===== config.mk =====
export PLATFORM = sky130hd
export DESIGN_NAME = delay_line_ctrl
export DESIGN_NICKNAME = d
export VERILOG_FILES = /design/src/rtl/delay_line_ctrl.sv
export SDC_FILE = /design/constraint.sdc
export NUM_CORES = 1
export LEC_CHECK = 0
export ABC_AREA = 1
export BUFFER_PORTS_ARGS = -buffer_cell sky130_fd_sc_hd__buf_4
export CAP_MARGIN = 10
export CORE_MARGIN = 5
export CORE_UTILIZATION = 30
export CTS_BUF_LIST = sky130_fd_sc_hd__clkbuf_8 sky130_fd_sc_hd__clkbuf_16
export DETAILED_ROUTE_END_ITERATION = 12
export GPL_TIMING_DRIVEN = 1
export SLEW_MARGIN = 20
export SYNTH_ARGS = -nofsm -noshare
export SYNTH_HDL_FRONTEND = slang
export SYNTH_SLANG_ARGS = --single-unit

===== constraint.sdc =====
create_clock -name clk -period 2.95 [get_ports clk]
set_clock_uncertainty 0.05 [all_clocks]
set_input_delay 0.59 -clock clk [delete_from_list [all_inputs] [get_ports clk]]
set_output_delay 0.59 -clock clk [all_outputs]
set_load 0.005 [all_outputs]

===== src/rtl/delay_line_ctrl.sv =====
// delay_line_ctrl: read-before-write RAM controller forming a programmable FIFO delay line of cfg_len+1 samples
module delay_line_ctrl #(
  parameter int AWIDTH = 8,
  parameter int DWIDTH = 32
) (
  input  logic              clk,
  input  logic              rst_n,
  input  logic [AWIDTH-1:0] cfg_len,
  input  logic              flush,
  input  logic              s_valid,
  output logic              s_ready,
  input  logic [DWIDTH-1:0] s_data,
  output logic              m_valid,
  input  logic              m_ready,
  output logic [DWIDTH-1:0] m_data,
  output logic              primed,
  output logic              mem_ce,
  output logic [AWIDTH-1:0] mem_addr,
  output logic [DWIDTH-1:0] mem_wdata,
  input  logic [DWIDTH-1:0] mem_rdata
);
  logic [AWIDTH-1:0] wr_ptr, len_q;
  logic [AWIDTH:0]   fill_cnt, fill_nxt, len_p1;
  logic              use_mem, fire, full;
  assign s_ready   = !flush && (!m_valid || m_ready);
  assign fire      = s_valid && s_ready;
  assign mem_ce    = fire;
  assign mem_addr  = wr_ptr;
  assign mem_wdata = s_data;
  assign len_p1    = {1'b0, len_q} + (AWIDTH+1)'(1);
  assign full      = fill_cnt == len_p1;
  assign fill_nxt  = full ? fill_cnt : fill_cnt + (AWIDTH+1)'(1);
  // stale RAM words read before the line fills are masked to zero
  assign m_data    = use_mem ? mem_rdata : '0;
  always_ff @(posedge clk or negedge rst_n) begin
    if (!rst_n) begin
      wr_ptr   <= '0;
      fill_cnt <= '0;
      len_q    <= '1;
      m_valid  <= 1'b0;
      use_mem  <= 1'b0;
      primed   <= 1'b0;
    end else if (flush) begin
      wr_ptr   <= '0;
      fill_cnt <= '0;
      len_q    <= cfg_len;
      m_valid  <= 1'b0;
      use_mem  <= 1'b0;
      primed   <= 1'b0;
    end else if (fire) begin
      wr_ptr   <= wr_ptr == len_q ? '0 : wr_ptr + AWIDTH'(1);
      fill_cnt <= fill_nxt;
      use_mem  <= full;
      primed   <= fill_nxt == len_p1;
      m_valid  <= 1'b1;
    end else if (m_ready) begin
      m_valid  <= 1'b0;
    end
  end
endmodule

==> results by group, run 1 <==
STA
  • Max Freq: 378 MHz
  • Headroom to the max-slew limit: 0.337
  • Final slew viol count: 0
  • Final worst path period share: 0.897
  • Post-layout worst setup margin: 305 ps
  • Final Hold Slack: 164 ps
  • Setup TNS: 0 ps
  • Setup violators final: 0
  • Final Hold Vio Count: 0
  • Least-Margin Pin Slew: 994 ps
  • Period minus WS final: 2650 ps
  • RSZ-0062 raised after global routing: no

Run status
  • Status: completed

Global route
  • Antenna violations before repair: 0
  • First-pass GRT wire length: 10900 um
  • Largest net degree at the start of global routing: 34
  • Total gr overflow: 0
  • Vias in the first global route: 2313
  • GRT Total Usage: 0.131

Final layout
  • Layout cells sized above 1: 0.272
  • Fin area: 3080 um^2
  • Final nets: 519
  • Non-Filler Instances: 543
  • Synth-to-Final Area Change: 23.5%
  • Utilization after layout: 0.377
  • Antenna Cells: 0

Yosys
  • Yosys reg bits: 28
  • Area leader, netlist: dfrtp_1
  • Post-Syn Nets: 466
  • Post-Syn Area: 2490 um^2
  • Synth top area cells: dfrtp_1 (20%), nand2_1 (18%), inv_1 (10%), buf_4 (9.9%), dfstp_2 (8.4%)
  • Synth Instances: 386
  • Sequential area share after synthesis: 0.285
  • Synth top area share: 0.201
  • Synth cell types: 31
  • Yosys synthesis warning count: 0
  • Post-synthesis average cell area: 6.46 um^2

Setup path
  • Kind of critical path: register to register
  • Endpoint class of the critical path: register
  • Crit path DAT: 2820 ps
  • Startpoint types: register
  • Crit-path max FO: 14
  • CP required: 3130 ps

Clock network
  • Hold-fix buffers, CTS: 0
  • Clock transition at path regs: 110 ps
  • Htree depth: 1
  • Clock root buffer: clkbuf_8
  • CTS tree: built
  • Clk buf depth: 2
  • CTS buffer count: 3
  • Clk sinks: 28
  • Clock latency on the worst-skew pair: 280 ps
  • Post-CTS Setup Repair Bufs: 0

Power and ir drop
  • Worst VDD drop: 193 uV
  • Sequential fraction of design power: 0.442
  • Leakage: 1.83 nW
  • PwrDens: 324 nW/um^2
  • Switching power: 297 uW
  • Clk pwr share: 0.318
  • Combinational group share of total power: 0.241
  • Internal: 701 uW
  • Power after layout: 998 uW
  • Sw Share: 0.298

Run
  • Max-cap check violation count: 0

Place
  • DP Area: 3000 um^2
  • Placer Congestion: 0.915
  • Placed Instances: 539
  • # port buffers: 88
  • Post-DP HPWL: 5390 um
  • Dpl ws: 294 ps

Route
  • DR vias: 2467
  • DR WL/cell: 12.4 um
  • Antenna-violating nets left: 0
  • Pre-antenna DRT Iters: 4
  • WL final: 6730 um
  • DRC errors left: 0
  • DR iter-0 viols: 87
  • Vias per inst: 4.54

Floorplanning
  • Die area: 10200 um^2
  • Die width: 101 um
  • Ports: 153
  • Core box area: 8180 um^2
  • Die Span Y: 101 um
  • Starting Density: 0.305
  • Num rows: 33

Worst hold path
  • Hold WC Path Type: primary input to asynchronous set/reset pin
[cell families after synthesis]
logic type      synth area share
fa+ha+maj                 0.0151
flops                      0.285
simple gates               0.344
compound gates            0.0707
buf+inv                    0.218
xor+xnor                  0.0667
[metal layers]
layer  GRT usage  vias to the layer above  share of wire
li1            -                     1252              -
met1       0.168                     1105           0.43
met2       0.222                       97           0.46
met3      0.0269                       13          0.096
met4      0.0368                        0          0.018
met5           0                        -              0
[flip-flops by register name (all words and copies together) (netlist names)]
register	cells
m_valid	1
primed	1
fill_cnt	9
len_q	8
use_mem	1
mem_addr	8
[power by group through the flow]
| stage | logic (mW) | registers, mW | clock network (mW) |
|---|---|---|---|
| after floorplan | 0.183 | 0.437 | 0 |
| after global placement | 0.238 | 0.448 | 0 |
| after detailed placement | 0.241 | 0.448 | 0 |
| after CTS | 0.242 | 0.441 | 0.322 |
| after global routing | 0.274 | 0.445 | 0.340 |
| final | 0.240 | 0.441 | 0.317 |
[cell usage in the layout (no fill, tap or decap), types with 3 or more instances in the layout]
cell      instances
clkbuf_8          3
buf_4            88
nor4_1            3
dfstp_2           8
nand3_1          33
dfrtp_1          20
o21ai_0          14
nand2_1         122
a21oi_1           4
xor2_1           17
nor2_1           18
inv_1            67
nand2_2          10
nor2_4            3
ha_1              3
o22ai_1           5
[synthesized netlist by cell type]
master / number
nand3b_1: 2
inv_2: 2
nor4_1: 3
ha_1: 3
nand3_1: 33
buf_4: 33
nor2_1: 18
nor2_4: 3
nand2_1: 122
xnor2_1: 2
inv_1: 67
a32o_1: 1
o31ai_1: 2
dfrtp_1: 20
dfstp_2: 8
nand3_2: 1
o31a_1: 1
a21oi_1: 4
nor3_1: 2
o22ai_1: 5
nand2_2: 10
o21ai_0: 14
nand2_4: 1
xor2_1: 17
o32ai_1: 1
o211ai_1: 1
nor2_2: 1
buf_6: 1
clkbuf_1: 6
o21ai_1: 1
clkinv_1: 1
[worst max-delay path, stage by stage (launching register included)]
cell and delay [ps]:
dfstp_2 630, ha_1 270, inv_1 60, nand2_1 90, nand2_1 50, nand2_1 50, nand2_1 80, nor2_1 170
nand3_1 140, nor2_4 130, nand2_2 210, nand2_1 180, xor2_1 190, inv_1 50, nor2_1 90, nand3_1 80
nand2_1 60
[path summary, 6_finish.rpt]
check / startpoint / end / slack, ps / depth (start not counted)
worst max-delay path: len_q[0] / primed / 300 / 16
worst min-delay path: rst_n / mem_addr[2] / 160 / 1
worst max register to register: len_q[0] / primed / 300 / 16
worst min register to register: fill_cnt[8] / fill_cnt[8] / 480 / 1
max in group asynchronous: rst_n / len_q[4] / 2370 / 1
min in group clk: cfg_len[1] / len_q[1] / 450 / 3
[cell type report]
type	instances	area, um^2
inverter	70	263
timing repair buffer	88	661
fill	879	5100
clock buffer	3	41.3
sequential	28	711
multi-input combinational	248	1240
tap	105	131
clock inverter	1	30.0
[what timing repair did]
action | CTS | global route
endpoints found under the setup margin | 0 | 1
endpoints found under the hold margin | 0 | 0
resized for setup | 0 | 1
Note: power is estimated with default switching activity, not from simulation.
==> run 2, diff against run 1 <==
==> constraint.sdc (replaced) <==
create_clock -name clk -period 2.55 [get_ports clk]
set_clock_uncertainty 0.05 [all_clocks]
set_input_delay 0.51 -clock clk [delete_from_list [all_inputs] [get_ports clk]]
set_output_delay 0.51 -clock clk [all_outputs]
set_load 0.005 [all_outputs]
==> results by group, run 2 (synthesis gave the netlist of run 1 again) <==
Run status
  • Status: completed (unchanged)

Route
  • DRC errors left: 0 (unchanged)
  • Vias per inst: 4.41 (was 4.54)
  • Pre-antenna DRT Iters: 5 (was 4)
  • DR iter-0 viols: 112 (was 87)
  • DR vias: 2417 (was 2467)
  • DR WL/cell: 12.3 um (was 12.4 um)
  • Antenna-violating nets left: 0 (unchanged)
  • WL final: 6720 um (was 6730 um)

STA
  • Max Freq: 436 MHz (was 378 MHz)
  • RSZ-0062 raised after global routing: no (unchanged)
  • Headroom to the max-slew limit: 0.479 (was 0.337)
  • Least-Margin Pin Slew: 778 ps (was 994 ps)
  • Post-layout worst setup margin: 254 ps (was 305 ps)
  • Period minus WS final: 2300 ps (was 2650 ps)
  • Setup violators final: 0 (unchanged)
  • Final worst path period share: 0.900 (was 0.897)
  • Final Hold Vio Count: 0 (unchanged)
  • Final Hold Slack: 79.0 ps (was 164 ps)
  • Setup TNS: 0 ps (unchanged)
  • Final slew viol count: 0 (unchanged)

Floorplanning
  • Num rows: 33 (unchanged)
  • Core box area: 8180 um^2 (unchanged)
  • Die width: 101 um (unchanged)
  • Die Span Y: 101 um (unchanged)
  • Ports: 153 (unchanged)
  • Starting Density: 0.305 (unchanged)
  • Die area: 10200 um^2 (unchanged)

Setup path
  • Endpoint class of the critical path: register (unchanged)
  • Crit-path max FO: 14 (unchanged)
  • Top cell by count, worst path: nand2_2 (was nand2_1)
  • Worst path slowest cell: dfstp_2 (unchanged)
  • Flop2flop setup slack: 250 ps (was 300 ps)
  • Kind of critical path: register to register (unchanged)
  • CP required: 2740 ps (was 3130 ps)
  • Critical R2R Launch: len_q[0] (unchanged)
  • Cell Chain, Critical Path: buf_4 -> inv_2 -> nor2_4 -> nand2_1 -> nand2_2 -> nand2_2 -> nand2_2 -> nand2_1 -> nor2_4 -> nand2_4 -> nand2_2 -> xor2_1 -> inv_1 -> nor2_1 -> nand3_1 -> nand2_1 (was ha_1 -> inv_1 -> nand2_1 -> nand2_1 -> nand2_1 -> nand2_1 -> nor2_1 -> nand3_1 -> nor2_4 -> nand2_2 -> nand2_1 -> xor2_1 -> inv_1 -> nor2_1 -> nand3_1 -> nand2_1)
  • Crit path DAT: 2480 ps (was 2820 ps)
  • R2R Path End: primed (unchanged)
  • Startpoint types: register (unchanged)
  • FF-to-FF path depth: 16 (unchanged)
  • Slowest stage delay, CP: 560 ps (was 630 ps)

Final layout
  • Most common library cell in the layout ignoring fill and taps: nand2_1 (unchanged)
  • Most frequent cells in the layout: nand2_1 (120), buf_4 (93), inv_1 (67), nand3_1 (33), dfrtp_1 (20) (was nand2_1 (122), buf_4 (88), inv_1 (67), nand3_1 (33), dfrtp_1 (20))
  • Largest Register: fill_cnt (unchanged)
  • Filler cells: 876 (was 879)
  • Synth-to-Final Area Change: 25.5% (was 23.5%)
  • Layout cells sized above 1: 0.287 (was 0.272)
  • Max FFs per register: 9 (unchanged)
  • Antenna Cells: 0 (unchanged)
  • Final nets: 524 (was 519)

Clock network
  • Clock latency on the worst-skew pair: 290 ps (was 280 ps)
  • Clock transition at path regs: 110 ps (about the same)
  • Hold-fix buffers, CTS: 0 (unchanged)
  • CTS tree: built (unchanged)
  • Htree depth: 1 (unchanged)
  • Clk buf depth: 2 (unchanged)
  • Clock root buffer: clkbuf_8 (unchanged)
  • Clk sinks: 28 (unchanged)
  • CTS buffer count: 3 (unchanged)

Global route
  • GRT Total Usage: 0.129 (was 0.131)
  • Vias in the first global route: 2298 (was 2313)
  • Largest net degree at the start of global routing: 33 (was 34)
  • First-pass GRT wire length: 10800 um (was 10900 um)
  • Total gr overflow: 0 (unchanged)
  • Antenna violations before repair: 0 (unchanged)

Power and ir drop
  • PwrDens: 372 nW/um^2 (was 324 nW/um^2)
  • Worst VDD drop: 199 uV (was 193 uV)
  • Leakage: 1.86 nW (was 1.83 nW)

Place
  • Dpl ws: 34.1 ps (was 294 ps)
  • # port buffers: 88 (unchanged)
  • Post-DP HPWL: 5370 um (was 5390 um)
  • Placer Congestion: 0.883 (was 0.915)

Worst hold path
  • Hold WC Path Type: primary input to asynchronous set/reset pin (unchanged)

Run
  • Max-cap check violation count: 0 (unchanged)
run 2: cell types whose count changed in the layout (fill, tap and decap cells not counted), sizes merged:
cell,change
buf,+5
run 2: routing by layer:
metal,up-vias,share of wire,track usage,wire [um]
met3,13,0.078,0.0255,522
met1,1052,0.44,0.164,2960
li1,1262,-,-,-
met2,90,0.47,0.219,3130
met4,0,0.015,0.0419,100
met5,-,0,0,0
run 2: worst max-delay path, delay by kind of cell, from the launching register on:
family        cells  cell delay (ps)
xor+xnor          1              140
buf+inv           3              270
flops             1              560
simple gates     12             1230
run 2: power breakdown:
group	internal (mW)	switching [mW]	leakage, nW
Sequential	0.474	0.0303	0.359
Clock	0.211	0.157	0.0357
Combinational	0.133	0.159	1.47
Total	0.818	0.346	1.86
run 2: final cells by class:
cell class / count / area (um^2) / area share
timing repair buffer: 93 / 698 / 0.223
inverter: 70 / 263 / 0.0840
sequential: 28 / 711 / 0.227
multi-input combinational: 248 / 1250 / 0.401
tap: 105 / 131 / 0.0420
clock buffer: 3 / 41.3 / 0.0132
clock inverter: 1 / 30.0 / 0.00960
run 2: worst max path at each step:
stage / from / to / slack, ps / depth (start not counted)
4_1_cts: len_q[1] / primed / 20 / 14
6_report: len_q[0] / primed / 250 / 16
5_1_grt: len_q[0] / primed / 20 / 18
3_3_place_gp: len_q[1] / primed / 140 / 16
3_5_place_dp: len_q[1] / primed / 30 / 16
2_1_floorplan: len_q[0] / primed / 370 / 16
run 2: repair_timing:
| item | CTS | global route |
|---|---|---|
| endpoints found under the hold margin | 0 | 0 |
| gates resized for setup | 0 | 5 |
| endpoints found under the setup margin | 0 | 3 |
| setup buffers | 0 | 1 |
run 2: through the flow:
stage,power [mW],cells,cell area (um^2),util
floorplan,0.717,386,2490,-
global placement,0.799,543,3030,0.371
detailed placement,0.802,543,3030,0.371
CTS,1.18,547,3110,0.380
global route,1.24,548,3130,0.383
finish,1.16,548,3130,0.383
